**src/rtl/audio_pkg.sv**
```systemverilog
// Shared audio definitions: native sample width, I2S slot length and the
// bundle of synchronised I2S pins.
package audio_pkg;

   localparam int AUDIO_DATA_W  = 24;
   localparam int I2S_SLOT_BITS = 128;

   typedef struct packed {
      logic lrck;
      logic bck;
      logic data;
   } i2s_bus_t;

endpackage

```
**src/rtl/sync_ff.sv**
```systemverilog
// Multi-stage flip-flop synchroniser for a bus of independent asynchronous
// bits. Every bit goes through the same number of stages, so bits that
// change together keep their relative alignment.
module sync_ff #(
   parameter int STAGES = 2,
   parameter int WIDTH  = 1
) (
   input  logic             clk,
   input  logic             rst,
   input  logic [WIDTH-1:0] i_d,
   output logic [WIDTH-1:0] o_q
);

   logic [WIDTH-1:0] r_stage [STAGES];

   // Shift the asynchronous inputs through the synchroniser chain
   always_ff @(posedge clk or posedge rst) begin
      if (rst) begin
         for (int i = 0; i < STAGES; i++) begin
            r_stage[i] <= '0;
         end
      end else begin
         r_stage[0] <= i_d;
         for (int i = 1; i < STAGES; i++) begin
            r_stage[i] <= r_stage[i-1];
         end
      end
   end

   assign o_q = r_stage[STAGES-1];

endmodule

```
**src/rtl/i2s_rx.sv**
```systemverilog
// Philips-format I2S receiver. Oversamples BCK/LRCK/DATA in the clk domain,
// assembles MSB-first words on BCK rising edges and presents one left/right
// pair per frame with a single-cycle valid strobe. Short slots and right
// words without a preceding left word are dropped and flagged.
module i2s_rx
   import audio_pkg::*;
#(
   parameter int DATA_W      = AUDIO_DATA_W,
   parameter int SYNC_STAGES = 2,
   parameter int CNT_W       = 8
) (
   input  logic              clk,
   input  logic              rst,
   input  logic              i2s_lrck,
   input  logic              i2s_bck,
   input  logic              i2s_data,
   output logic              sample_valid,
   output logic [DATA_W-1:0] left_data,
   output logic [DATA_W-1:0] right_data,
   output logic              frame_err
);

   localparam logic [CNT_W-1:0] C_CNT_LAST = CNT_W'(DATA_W - 1);
   localparam logic [CNT_W-1:0] C_CNT_WORD = CNT_W'(DATA_W);
   localparam logic [CNT_W-1:0] C_CNT_MAX  = '1;

   // Bit counter that sticks at all-ones so oversized slots never wrap.
   function automatic logic [CNT_W-1:0] sat_inc(input logic [CNT_W-1:0] v);
      return (v == C_CNT_MAX) ? v : v + 1'b1;
   endfunction

   i2s_bus_t          w_sync;
   logic              w_rise;
   logic              w_bound;

   logic              r_bck_d;
   logic              r_lrck_prev;
   logic              r_locked;
   logic              r_left_ok;
   logic [CNT_W-1:0]  r_bit_cnt;
   logic [DATA_W-2:0] r_shift;
   logic [DATA_W-1:0] r_left_hold;
   logic [DATA_W-1:0] r_left_data;
   logic [DATA_W-1:0] r_right_data;
   logic              r_sample_valid;
   logic              r_frame_err;

   sync_ff #(
      .STAGES (SYNC_STAGES),
      .WIDTH  (3)
   ) u_sync (
      .clk (clk),
      .rst (rst),
      .i_d ({i2s_lrck, i2s_bck, i2s_data}),
      .o_q (w_sync)
   );

   assign w_rise  = w_sync.bck & ~r_bck_d;
   assign w_bound = (w_sync.lrck != r_lrck_prev);

   // Delayed copy of synchronised BCK for rising-edge detection
   always_ff @(posedge clk or posedge rst) begin
      if (rst) begin
         r_bck_d <= 1'b0;
      end else begin
         r_bck_d <= w_sync.bck;
      end
   end

   // Slot tracking, word assembly and left/right pairing on each BCK rise
   always_ff @(posedge clk or posedge rst) begin
      if (rst) begin
         r_lrck_prev    <= 1'b0;
         r_locked       <= 1'b0;
         r_left_ok      <= 1'b0;
         r_bit_cnt      <= '0;
         r_shift        <= '0;
         r_left_hold    <= '0;
         r_left_data    <= '0;
         r_right_data   <= '0;
         r_sample_valid <= 1'b0;
         r_frame_err    <= 1'b0;
      end else begin
         r_sample_valid <= 1'b0;
         r_frame_err    <= 1'b0;
         if (w_rise) begin
            if (w_bound) begin
               // The bit at an LRCK change is the I2S one-bit delay slot.
               r_lrck_prev <= w_sync.lrck;
               r_bit_cnt   <= '0;
               r_locked    <= 1'b1;
               if (r_locked && (r_bit_cnt < C_CNT_WORD)) begin
                  r_frame_err <= 1'b1;
                  r_left_ok   <= 1'b0;
               end
            end else if (r_locked) begin
               if (r_bit_cnt < C_CNT_WORD) begin
                  r_shift <= {r_shift[DATA_W-3:0], w_sync.data};
               end
               r_bit_cnt <= sat_inc(r_bit_cnt);
               if (r_bit_cnt == C_CNT_LAST) begin
                  if (!w_sync.lrck) begin
                     r_left_hold <= {r_shift, w_sync.data};
                     r_left_ok   <= 1'b1;
                  end else if (r_left_ok) begin
                     r_left_data    <= r_left_hold;
                     r_right_data   <= {r_shift, w_sync.data};
                     r_sample_valid <= 1'b1;
                     r_left_ok      <= 1'b0;
                  end else begin
                     // Right word with no left partner: drop it.
                     r_frame_err <= 1'b1;
                  end
               end
            end
         end
      end
   end

   assign sample_valid = r_sample_valid;
   assign frame_err    = r_frame_err;
   assign left_data    = r_left_data;
   assign right_data   = r_right_data;

endmodule

```
**config.mk**
```make
export PLATFORM = sky130hd
export DESIGN_NAME = i2s_rx
export DESIGN_NICKNAME = d
export VERILOG_FILES = /design/src/rtl/audio_pkg.sv /design/src/rtl/sync_ff.sv /design/src/rtl/i2s_rx.sv
export SDC_FILE = /design/constraint.sdc
export NUM_CORES = 1
export LEC_CHECK = 0
export BUFFER_PORTS_ARGS = -buffer_cell sky130_fd_sc_hd__buf_4
export CORE_MARGIN = 2
export CORE_UTILIZATION = 57
export DETAILED_ROUTE_END_ITERATION = 16
export MAX_ROUTING_LAYER = met4
export PLACE_DENSITY = 0.79
export SYNTH_ARGS = -nofsm -noshare
export SYNTH_HDL_FRONTEND = slang
export SYNTH_SLANG_ARGS = --single-unit
```
**constraint.sdc**
```tcl
create_clock -name clk -period 4.2 [get_ports clk]
set_clock_uncertainty 0.05 [all_clocks]
set_input_delay 0.63 -clock clk [delete_from_list [all_inputs] [get_ports clk]]
set_output_delay 0.63 -clock clk [all_outputs]
set_load 0.01 [all_outputs]
```
After elaboration in Yosys (flattened, before gate mapping)
Cells that the tools add are included.
{"block": "word_totals", "register_bits": 115, "in_bits": 5}
{"block": "classes", "addsub": 1, "magnitude_cmp": 1, "eq_ne": 5, "n_mux": 21, "n_bitwise": 4, "reduce_logical": 9}
{"operator": "8-bit 2-to-1 mux", "n": 3}
{"operator": "1-bit 2-to-1 mux", "n": 18}
{"operator": "8-bit by 1-bit adder with 8-bit output, second input constant", "n": 1}
{"operator": "8-bit by 5-bit equality test with 1-bit output, second input constant", "n": 1}
{"operator": "8-bit equality test, second input constant", "n": 1}
{"operator": "8-bit by 5-bit less-than comparator with 1-bit output, second input constant", "n": 1}
{"operator": "4-bit AND reduction", "n": 2}
{"operator": "6-bit AND reduction", "n": 1}
{"operator": "5-bit AND reduction", "n": 1}
{"operator": "2-bit nonzero test", "n": 2}
{"operator": "1-bit NOT", "n": 3}
{"operator": "3-bit AND reduction", "n": 1}
{"operator": "2-bit by 1-bit != test with 1-bit output, second input constant", "n": 1}
{"operator": "2-bit != test, second input constant", "n": 1}
{"operator": "2-bit AND reduction", "n": 1}
{"operator": "1-bit bitwise AND", "n": 1}
{"operator": "1-bit logical AND", "n": 1}
{"operator": "1-bit != test", "n": 1}

Depth between registers and ports, before layout
Gate-level depths: netlist of the first run.
{"block": "logic_depth", "word_depth": 6, "depth_mapped": 8, "depth_no_buf": 6}

Hierarchy
Synthesis of the first run repeated with hierarchy kept, for this count alone.
{"block": "hier_totals", "hier_cells": 286, "hier_area_um2": 4445.5}
{"mod": "i2s_rx", "instances": 1, "cells_each": 276, "area_per_inst_um2": 4269.1, "seq_area_each_um2": 2727.6}
{"mod": "sync_ff", "instances": 1, "cells_each": 10, "area_per_inst_um2": 176.4, "seq_area_each_um2": 150.1}

Worst setup path after synthesis of the first run
OpenSTA, ideal clock, no wires.
{"block": "synth_timing", "kind": "register to register", "startpoint": "reg u_sync.r_stage (netlist bit u_sync.o_q[2])", "endpoint": "reg r_shift[0]", "setup_ns": 0.125, "arrival_ns": 1.814, "t_required_ns": 4.025, "setup_slack_ns": 2.211, "path_stages_with_launch": 8, "path_buffers": 2, "synth_period_minus_slack_ns": 1.989, "cell_sequence": "dfrtp_1 -> inv_1 -> ha_1 -> buf_2 -> and2b_1 -> nand3_1 -> buf_2 -> mux2_2"}
{"block": "synth_via", "elab_chain_len": 3}
{"item": "start: declaration", "line_no": "sync_ff.sv:14", "source": "logic [WIDTH-1:0] r_stage [STAGES];"}
{"item": "start signal: indexed assignment", "line_no": "sync_ff.sv:25", "source": "r_stage[i] <= r_stage[i-1];"}
{"item": "1-bit != test", "line_no": "i2s_rx.sv:59", "source": "assign w_bound = (w_sync.lrck != r_lrck_prev);"}
{"item": "1-bit NOT (no line)"}
{"item": "4-bit AND reduction (no line)"}
{"item": "end signal: assignment", "line_no": "i2s_rx.sv:98", "source": "r_shift <= {r_shift[DATA_W-3:0], w_sync.data};"}
{"item": "end: declaration", "line_no": "i2s_rx.sv:41", "source": "logic [DATA_W-2:0] r_shift;"}
No other way between the ends.
A chain may end at the register's enable or synchronous reset.

Worst setup path in the final report of the first run
{"block": "layout_timing", "startpoint": "reg r_bit_cnt[0]", "endpoint": "reg r_left_hold[5]"}
{"block": "layout_via", "elab_chain_len": 2}
{"item": "start: declaration", "line_no": "i2s_rx.sv:40", "source": "logic [CNT_W-1:0] r_bit_cnt;"}
{"item": "start signal: assignment", "line_no": "i2s_rx.sv:100", "source": "r_bit_cnt <= sat_inc(r_bit_cnt);"}
{"item": "8-bit by 5-bit equality test with 1-bit output", "line_no": "i2s_rx.sv:101", "source": "if (r_bit_cnt == C_CNT_LAST) begin"}
{"item": "5-bit AND reduction (no line)"}
{"item": "end signal: assignment", "line_no": "i2s_rx.sv:103", "source": "r_left_hold <= {r_shift, w_sync.data};"}
{"item": "end: declaration", "line_no": "i2s_rx.sv:42", "source": "logic [DATA_W-1:0] r_left_hold;"}
No other way between the ends.

==> flow_metrics.env, run 1 <==
export IMPL_run_status="completed"
export IMPL_detail_route_antenna_nets=0
export IMPL_most_frequent_standard_cell_in_the_layout_excluding_fill_and_tap_cells="sky130_fd_sc_hd__dfrtp_1"
export IMPL_io_buffers=54
export IMPL_global_route_usage_total_pct=21.3
export IMPL_timing_max_cap_violations=0
export IMPL_hpwl_um=4690
export IMPL_routed_via_count=2552
export IMPL_tritoncts_num_buffers=17
export IMPL_grt_pass1_vias=2559
export IMPL_area_share_of_the_largest_cell_type_after_synthesis_pct=64.7
export IMPL_critical_path_endpoint_type="flip-flop"
export IMPL_synth_cells=286
export IMPL_layout_nets=356
export IMPL_cts_resized_gates=0
export IMPL_worst_ep_arrival_time_ns=2.68
export IMPL_synth_yosys_warnings=0
export IMPL_cts_hold_buffers=0
export IMPL_holdWs_ns=0.179
export IMPL_crit_path_end="r_left_hold[5]$_DFFE_PP0P_"
export IMPL_mappedNetlistArea_um2=4450
export IMPL_timing_max_transition_violations_final=0
export IMPL_critPathKind="flip-flop to flip-flop"
export IMPL_grt_pass1_wl_um=13300
export IMPL_finalWirelength_um=7910
export IMPL_gp_congestion=0.782
export IMPL_initial_core_util_pct=58.2
export IMPL_area_delta_synth_final_pct=23.9
export IMPL_root_buffer="sky130_fd_sc_hd__clkbuf_8"
export IMPL_timing_rr_end="r_left_hold[5]$_DFFE_PP0P_"
export IMPL_tightestPinTransition_ns=0.978
export IMPL_cts_tree="done"
export IMPL_ir_worst_vdd_mv=0.322
export IMPL_synthFlopType="sky130_fd_sc_hd__dfrtp_1"
export IMPL_clock_fmax_ghz=0.426
export IMPL_ys_seq_area_share_pct=64.7
export IMPL_period_needed_ns=2.35
export IMPL_critPathLaunchType="flip-flop"
export IMPL_core_um2=7650
export IMPL_startpoint="r_bit_cnt[0]$_DFFE_PP0P_"
export IMPL_drt_pass1_iterations=4
export IMPL_die_x_um=92.4
export IMPL_synth_top_cell_by_area="sky130_fd_sc_hd__dfrtp_1"
export IMPL_report_final_setup_viol=0
export IMPL_ys_seq_elements=115
export IMPL_syn_nets=293
export IMPL_grt_antenna_before_repair=0
export IMPL_grt_setup_unrepaired="false"
export IMPL_layout_drive_gt1_share_pct=50.7
export IMPL_post_cts_repair_setup_buffers=0
export IMPL_synth_edf_count=0
export IMPL_mean_routed_wirelength_per_cell_um=17.1
export IMPL_crit_reg2reg_launch="r_bit_cnt[0]$_DFFE_PP0P_"
export IMPL_synthDistinctLibCells=41
export IMPL_worstHoldPathType="primary input to flip-flop"
export IMPL_std_cell_rows=32
export IMPL_clock_latency_on_the_worst_skew_pair_ns=0.51
export IMPL_mostFrequentLayoutCells="sky130_fd_sc_hd__dfrtp_1 (115), sky130_fd_sc_hd__mux2_2 (86), sky130_fd_sc_hd__buf_4 (58), sky130_fd_sc_hd__clkbuf_16 (16), sky130_fd_sc_hd__mux2_1 (9)"
export IMPL_worstPathRequired_ns=4.53
export IMPL_post_synth_cell_area_avg_um2=15.6
export IMPL_synth_async_reset_ratio_pct=100
export IMPL_clkSlewWorstSetupHoldPaths_ns=0.06
export IMPL_worstRegToRegCells=5
export IMPL_number_of_sinks_handled_by_clock_tree_synthesis=115
export IMPL_final_min_period_over_clock_period_pct=55.9
export IMPL_grt_max_degree=84
export IMPL_ios=55
export IMPL_timing_setup_tns_ns=0
export IMPL_die_ar_um2=8530
export IMPL_detail_route_iter0_violations=187
export IMPL_slew_headroom_pct=34.8
export IMPL_num_antenna_cells=0
export IMPL_p_per_area_nw_per_um2=517
export IMPL_drc_errors=0
export IMPL_final_hold_violation_count=0
export IMPL_vias_per_cell=5.51
export IMPL_ys_top_cells_by_area="sky130_fd_sc_hd__dfrtp_1 (65%), sky130_fd_sc_hd__mux2_2 (22%), sky130_fd_sc_hd__mux2_1 (2.3%)"
export IMPL_reg2reg_setup_slack_ns=1.85
export IMPL_ctsHtreeMaxLevel=4
export IMPL_cts_buffer_depth=2
export IMPL_die_height_um=92.4
export IMPL_leakagePower_nw=2.86
export IMPL_grt_overflow=0
export IMPL_critPathMaxFanout=24
==> where the power goes <==
| group | internal [mW] | switching [mW] |
|---|---|---|
| logic | 0.0880 | 0.103 |
| clock network | 0.939 | 0.475 |
| registers | 1.18 | 0.0687 |
==> registers in the layout, indices dropped and copies added, names as in the netlist <==
name and count:
r_locked 1, frame_err 1, left_data 24, r_bck_d 1
r_lrck_prev 1, r_left_hold 24, right_data 24, r_left_ok 1
r_bit_cnt 8, r_shift 23, u_sync.o_q 3, sample_valid 1
u_sync.r_stage 3
==> critical path, stage by stage, from the launching register on <==
cell                       delay [ns]
sky130_fd_sc_hd__dfrtp_1         0.38
sky130_fd_sc_hd__ha_1            0.30
sky130_fd_sc_hd__nand4b_2        0.21
sky130_fd_sc_hd__nor2b_1         0.23
sky130_fd_sc_hd__nand3_2         0.55
sky130_fd_sc_hd__mux2_2          0.51
==> layout make-up <==
class / count / area (um2)
repair buffers: 58 / 435
clock buffers: 20 / 455
well taps: 102 / 128
inverters: 3 / 13.8
multi-input cells: 154 / 1470
clock inverters: 11 / 134
flip-flops and latches: 115 / 2880
fillers: 497 / 2130
==> per-stage QoR <==
step / util, % / total power [mW] / setup WS, ns / cells / cell area (um2)
2_1_floorplan: - / 1.40 / 0.476 / 286 / 4450
3_3_place_gp: 64.4 / 1.44 / 1.96 / 432 / 4920
3_5_place_dp: 64.4 / 1.45 / 1.87 / 432 / 4920
4_1_cts: 72.1 / 2.87 / 1.85 / 463 / 5510
5_1_grt: 72.1 / 2.96 / 1.64 / 463 / 5510
6_report: 72.1 / 2.85 / 1.85 / 463 / 5510
==> metal layers <==
| layer | up-vias | track usage (%) | wire [um] |
|---|---|---|---|
| li1 | 1157 | - | - |
| met1 | 1326 | 29.3 | 3680 |
| met2 | 57 | 29.4 | 3760 |
| met3 | 12 | 7.00 | 362 |
| met4 | 0 | 8.58 | 111 |
| met5 | - | - | 0 |
==> synth_stat cells, drive strengths merged (3+ instances only) <==
master and instances:
nand3 6, clkbuf 3, or3 3, o21ai 5, dfrtp 115, buf 11
mux2 95, inv 3, nand2 7, a21oi 7
==> worst min-delay path by stage <==
stage,start,end,slack (ns),depth (start not counted)
4_1_cts,i2s_bck,u_sync.r_stage[4]$_DFF_PP0_,0.16,1
3_3_place_gp,u_sync.r_stage[4]$_DFF_PP0_,u_sync.o_q[1]$_DFF_PP0_,0.28,0
2_1_floorplan,u_sync.r_stage[3]$_DFF_PP0_,u_sync.o_q[0]$_DFF_PP0_,0.28,0
5_1_grt,i2s_bck,u_sync.r_stage[4]$_DFF_PP0_,0.15,1
6_report,i2s_bck,u_sync.r_stage[4]$_DFF_PP0_,0.18,1
3_5_place_dp,u_sync.r_stage[4]$_DFF_PP0_,u_sync.o_q[1]$_DFF_PP0_,0.29,0
==> logic make-up (layout without fill, tap and decap cells) <==
| kind of cell | count (synthesis) | count (layout) | synth area share, % |
|---|---|---|---|
| fa+ha+maj | 2 | 2 | 0.562 |
| simple gates | 37 | 37 | 5.59 |
| compound gates | 19 | 19 | 2.61 |
| mux | 96 | 96 | 24.3 |
| flops | 115 | 115 | 64.7 |
| buf+inv | 17 | 92 | 2.31 |
Power figures use the tool's default switching activity.
==> run 2: changes to the inputs <==
==> constraint.sdc (replaced) <==
create_clock -name clk -period 2.3 [get_ports clk]
set_clock_uncertainty 0.05 [all_clocks]
set_input_delay 0.345 -clock clk [delete_from_list [all_inputs] [get_ports clk]]
set_output_delay 0.345 -clock clk [all_outputs]
set_load 0.01 [all_outputs]
==> flow_metrics.env, run 2 (synthesis gave the netlist of run 1 again) <==
export IMPL_timing_setup_tns_ns=0
export IMPL_p_per_area_nw_per_um2=947
export IMPL_ios=55
export IMPL_layout_drive_gt1_share_pct=51.1
export IMPL_final_min_period_over_clock_period_pct=93.7
export IMPL_root_buffer="sky130_fd_sc_hd__clkbuf_8"
export IMPL_cpPeakStageDelay_ns=0.52
export IMPL_mostFrequentLayoutCells="sky130_fd_sc_hd__dfrtp_1 (115), sky130_fd_sc_hd__mux2_2 (86), sky130_fd_sc_hd__buf_4 (57), sky130_fd_sc_hd__clkbuf_16 (16), sky130_fd_sc_hd__mux2_1 (9)"
export IMPL_core_um2=7650
export IMPL_fill_cells=460
export IMPL_grt_pass1_vias=2650
export IMPL_most_frequent_standard_cell_in_the_layout_excluding_fill_and_tap_cells="sky130_fd_sc_hd__dfrtp_1"
export IMPL_timing_max_transition_violations_final=0
export IMPL_die_x_um=92.4
export IMPL_crit_family="simple AND/OR/NAND/NOR gates"
export IMPL_multi_input_comb_area_um2=1480
export IMPL_detail_route_antenna_nets=0
export IMPL_timing_max_cap_violations=0
export IMPL_routed_via_count=2607
export IMPL_ctsHtreeMaxLevel=4
export IMPL_critPathKind="flip-flop to flip-flop"
export IMPL_worstHoldPathType="flip-flop to flip-flop"
export IMPL_die_height_um=92.4
export IMPL_cp_slowest_cell="sky130_fd_sc_hd__or4_1"
export IMPL_slew_headroom_pct=68.7
export IMPL_grt_pass1_wl_um=13700
export IMPL_ir_worst_vdd_mv=0.567
export IMPL_final_seq_area_um2=2880
export IMPL_tightestPinTransition_ns=0.469
export IMPL_grt_setup_unrepaired="false"
export IMPL_gp_congestion=0.845
export IMPL_leakagePower_nw=2.91
export IMPL_io_buffers=54
export IMPL_period_needed_ns=2.15
export IMPL_met2_wirelength_um=4070
export IMPL_critical_path_endpoint_type="flip-flop"
export IMPL_grt_antenna_before_repair=0
export IMPL_cts_buffer_depth=2
export IMPL_vias_per_cell=5.52
export IMPL_area_delta_synth_final_pct=27.9
export IMPL_top_layer_used="met4"
export IMPL_path_buf_inv=1
export IMPL_clkSlewWorstSetupHoldPaths_ns=0.06
export IMPL_drc_errors=0
export IMPL_std_cell_rows=32
export IMPL_grt_overflow=0
export IMPL_critPathLaunchType="flip-flop"
export IMPL_detail_route_iter0_violations=126
export IMPL_clock_latency_on_the_worst_skew_pair_ns=0.51
export IMPL_worstPathRequired_ns=2.67
export IMPL_critPathMaxFanout=12
export IMPL_report_final_setup_viol=0
export IMPL_cts_tree="done"
export IMPL_m1WireLength_um=3650
export IMPL_fin_total_pwr_mw=5.39
export IMPL_die_ar_um2=8530
export IMPL_grt_max_degree=50
export IMPL_run_status="completed"
export IMPL_holdWs_ns=0.303
export IMPL_mean_routed_wirelength_per_cell_um=17.4
export IMPL_hpwl_um=4980
export IMPL_drt_pass1_iterations=4
export IMPL_worst_ep_arrival_time_ns=2.52
export IMPL_layout_nets=364
export IMPL_worstPathCellList="inv_1, ha_1, nand4b_1, o221ai_2, or4_1, a21oi_1"
export IMPL_initial_core_util_pct=58.2
export IMPL_global_route_usage_total_pct=22.1
export IMPL_dr_wl_met3_um=370
export IMPL_tritoncts_num_buffers=17
export IMPL_clock_fmax_ghz=0.464
export IMPL_num_antenna_cells=0
export IMPL_number_of_sinks_handled_by_clock_tree_synthesis=115
export IMPL_final_hold_violation_count=0
export IMPL_finalWirelength_um=8230
[run 2: changes by cell type in the layout (fill, tap and decap cells not counted), sizes merged]
cell and change:
buf +4, bufinv +1, clkbuf -2, clkinv -6, clkinvlp +5, dlygate4sd3 +4
inv +3
[run 2: worst reg2reg max path, cell delays in order, from the launching register on]
cell and delay, ns:
sky130_fd_sc_hd__dfrtp_1 0.36, sky130_fd_sc_hd__inv_1 0.06, sky130_fd_sc_hd__ha_1 0.50, sky130_fd_sc_hd__nand4b_1 0.18
sky130_fd_sc_hd__o221ai_2 0.21, sky130_fd_sc_hd__or4_1 0.52, sky130_fd_sc_hd__a21oi_1 0.18
[run 2: repair_timing]
action,CTS,global route
gates resized for setup,0,1
setup buffers,0,0
endpoints found under the setup margin,0,6
endpoints found under the hold margin,21,0
hold buffers,4,0
[run 2: final cells by class]
cell class / count / share of cell area, %
clock inverter: 14 / 3.50
inverter: 3 / 0.264
tap: 102 / 2.24
clock buffer: 18 / 7.52
multi-input combinational: 154 / 25.9
sequential: 115 / 50.6
timing repair buffer: 66 / 9.98
[run 2: path summary, 6_finish.rpt]
path                                        endpoint  slack [ns]  depth (start not counted)                        start
setup / recovery            r_bit_cnt[7]$_DFFE_PP0P_        0.15                          6      u_sync.o_q[2]$_DFF_PP0_
min in group asynchronous  left_data[18]$_DFFE_PP0P_        0.37                          3                          rst
hold / removal               u_sync.o_q[1]$_DFF_PP0_        0.30                          0  u_sync.r_stage[4]$_DFF_PP0_
hold reg to reg              u_sync.o_q[1]$_DFF_PP0_        0.30                          0  u_sync.r_stage[4]$_DFF_PP0_
max in group asynchronous     r_shift[2]$_DFFE_PP0P_        1.25                          4                          rst
setup reg to reg            r_bit_cnt[7]$_DFFE_PP0P_        0.15                          6      u_sync.o_q[2]$_DFF_PP0_
[run 2: report_power, final]
| group | switching, mW | total [mW] | internal (mW) |
|---|---|---|---|
| Combinational | 0.195 | 0.375 | 0.180 |
| Clock | 0.937 | 2.74 | 1.80 |
| Sequential | 0.130 | 2.28 | 2.15 |
[run 2: through the flow]
| step | setup slack (ns) | cells | util, % | instance area [um2] |
|---|---|---|---|---|
| global placement | 0.174 | 436 | 65.6 | 5020 |
| finish | 0.146 | 472 | 74.4 | 5690 |
| floorplan | 0.311 | 286 | - | 4450 |
| detailed placement | 0.0512 | 436 | 65.6 | 5020 |
| global route | 0.0694 | 472 | 74.4 | 5690 |
| CTS | 0.0197 | 472 | 74.3 | 5690 |
[run 2: per-layer routing]
layer	up-vias	track usage (%)
li1	1188	-
met1	1333	28.7
met2	73	32.7
met3	13	6.75
met4	0	9.33
met5	-	-
==> run 3: changes to the inputs <==
--- a/config.mk
+++ b/config.mk
@@ -11,6 +11,7 @@
 export DETAILED_ROUTE_END_ITERATION = 16
 export MAX_ROUTING_LAYER = met4
 export PLACE_DENSITY = 0.79
+export RECOVER_POWER = 50
 export SYNTH_ARGS = -nofsm -noshare
 export SYNTH_HDL_FRONTEND = slang
 export SYNTH_SLANG_ARGS = --single-unit
==> flow_metrics.env, run 3 (synthesis gave the netlist of run 1 again) <==
export IMPL_run_status="completed"
export IMPL_drt_pass1_iterations=4
export IMPL_timing_max_cap_violations=0
export IMPL_fin_total_pwr_mw=5.38
export IMPL_global_route_usage_total_pct=22.1
export IMPL_mostFrequentLayoutCells="sky130_fd_sc_hd__dfrtp_1 (115), sky130_fd_sc_hd__mux2_2 (86), sky130_fd_sc_hd__buf_4 (36), sky130_fd_sc_hd__clkbuf_1 (17), sky130_fd_sc_hd__clkbuf_16 (16)"
export IMPL_io_buffers=54
export IMPL_power_switching_mw=1.26
export IMPL_combinationalPowerShare_pct=6.8
export IMPL_grt_pass1_vias=2650
export IMPL_std_cell_rows=32
export IMPL_die_height_um=92.4
export IMPL_die_ar_um2=8530
export IMPL_grt_pass1_wl_um=13700
export IMPL_initial_core_util_pct=58.2
export IMPL_worstPathRequired_ns=2.67
export IMPL_cts_tree="done"
export IMPL_clock_fmax_ghz=0.461
export IMPL_timing_max_transition_violations_final=0
export IMPL_critPathLaunchType="flip-flop"
export IMPL_leakagePower_nw=2.82
export IMPL_p_sw_share_pct=23.5
export IMPL_cpPeakStageDelay_ns=0.52
export IMPL_vias_per_cell=5.54
export IMPL_cts_buffer_depth=2
export IMPL_clock_latency_on_the_worst_skew_pair_ns=0.50
export IMPL_clkSlewWorstSetupHoldPaths_ns=0.06
export IMPL_ir_worst_vdd_mv=0.567
export IMPL_holdWs_ns=0.302
export IMPL_tritoncts_num_buffers=17
export IMPL_clockPowerShare_pct=50.9
export IMPL_grt_overflow=0
export IMPL_most_frequent_standard_cell_in_the_layout_excluding_fill_and_tap_cells="sky130_fd_sc_hd__dfrtp_1"
export IMPL_number_of_sinks_handled_by_clock_tree_synthesis=115
export IMPL_critPathMaxFanout=12
export IMPL_detail_route_iter0_violations=132
export IMPL_layout_nets=364
export IMPL_ctsHtreeMaxLevel=4
export IMPL_final_min_period_over_clock_period_pct=94.3
export IMPL_drc_errors=0
export IMPL_p_per_area_nw_per_um2=961
export IMPL_num_antenna_cells=0
export IMPL_die_x_um=92.4
export IMPL_cp_slowest_cell="sky130_fd_sc_hd__or4_1"
export IMPL_worstPathCellList="inv_1, ha_1, nand4b_1, o221ai_2, or4_1, a21oi_1"
export IMPL_tightestPinTransition_ns=0.816
export IMPL_critical_path_endpoint_type="flip-flop"
export IMPL_finalWirelength_um=8210
export IMPL_critPathKind="flip-flop to flip-flop"
export IMPL_worst_ep_arrival_time_ns=2.54
export IMPL_hpwl_um=4980
export IMPL_cellInternalPower_mw=4.12
export IMPL_period_needed_ns=2.17
export IMPL_layout_drive_gt1_share_pct=46.5
export IMPL_routed_via_count=2616
export IMPL_grt_max_degree=50
export IMPL_detail_route_antenna_nets=0
export IMPL_area_delta_synth_final_pct=25.8
export IMPL_timing_setup_tns_ns=0
export IMPL_grt_setup_unrepaired="false"
export IMPL_gp_congestion=0.845
export IMPL_final_hold_violation_count=0
export IMPL_ios=55
export IMPL_slew_headroom_pct=45.3
export IMPL_worstHoldPathType="flip-flop to flip-flop"
export IMPL_report_final_setup_viol=0
export IMPL_mean_routed_wirelength_per_cell_um=17.4
export IMPL_grt_antenna_before_repair=0
export IMPL_core_um2=7650
export IMPL_root_buffer="sky130_fd_sc_hd__clkbuf_8"
export IMPL_post_cts_repair_setup_buffers=0
export IMPL_share_of_total_power_in_sequential_cells_pct=42.3
[run 3: layout make-up]
| type | instances | area, um2 |
|---|---|---|
| fill | 488 | 2050 |
| clock buffer | 18 | 428 |
| multi-input combinational | 154 | 1480 |
| inverter | 3 | 12.5 |
| tap | 102 | 128 |
| timing repair buffer | 66 | 479 |
| clock inverter | 14 | 199 |
| sequential | 115 | 2880 |
[run 3: path summary, 6_finish.rpt]
kind | cells after the start | startpoint | to | slack [ns]
max | 6 | u_sync.o_q[2]$_DFF_PP0_ | r_bit_cnt[7]$_DFFE_PP0P_ | 0.13
min | 0 | u_sync.r_stage[4]$_DFF_PP0_ | u_sync.o_q[1]$_DFF_PP0_ | 0.30
max reg2reg | 6 | u_sync.o_q[2]$_DFF_PP0_ | r_bit_cnt[7]$_DFFE_PP0P_ | 0.13
min reg2reg | 0 | u_sync.r_stage[4]$_DFF_PP0_ | u_sync.o_q[1]$_DFF_PP0_ | 0.30
max in group asynchronous | 4 | rst | r_shift[2]$_DFFE_PP0P_ | 0.60
min in group asynchronous | 3 | rst | left_data[18]$_DFFE_PP0P_ | 0.46
[run 3: timing repair]
item | in CTS | in global routing
gates resized for setup | 0 | 1
endpoints found under the hold margin | 21 | 0
hold buffers | 4 | 0
setup endpoints to repair | 0 | 6
[run 3: power by group through the flow]
stage	registers, mW	clock network, mW	logic, mW
final	2.28	2.74	0.366
after global routing	2.30	2.88	0.409
after CTS	2.28	2.79	0.377
after detailed placement	2.30	0	0.367
after global placement	2.30	0	0.348
after floorplan	2.26	0	0.300
[run 3: critical path, delay by kind of cell, from the launching register on]
kind / cells / cell delay [ns]
DFF: 1 / 0.36
buffers and inverters: 1 / 0.06
AOI/OAI and AO/OA: 2 / 0.41
and+or+nand+nor: 2 / 0.70
adders and majority gates: 1 / 0.50
[run 3: routing by layer]
metal  global-route usage, %  vias up  wire length (um)  share of wire [%]
met5                       -        -                 0                  0
met4                    9.33        0               154                1.9
met3                    6.75       17               397                4.8
met2                    32.7       84              4090                 50
met1                    28.7     1329              3570                 44
li1                        -     1186                 -                  -
[run 3: stage by stage]
| stage | area, um2 | cells | setup WS (ns) | util (%) |
|---|---|---|---|---|
| CTS | 5690 | 472 | 0.0197 | 74.3 |
| global route | 5600 | 472 | 0.0694 | 73.2 |
| finish | 5600 | 472 | 0.131 | 73.2 |
| floorplan | 4450 | 286 | 0.311 | - |
| global placement | 5020 | 436 | 0.174 | 65.6 |
| detailed placement | 5020 | 436 | 0.0512 | 65.6 |
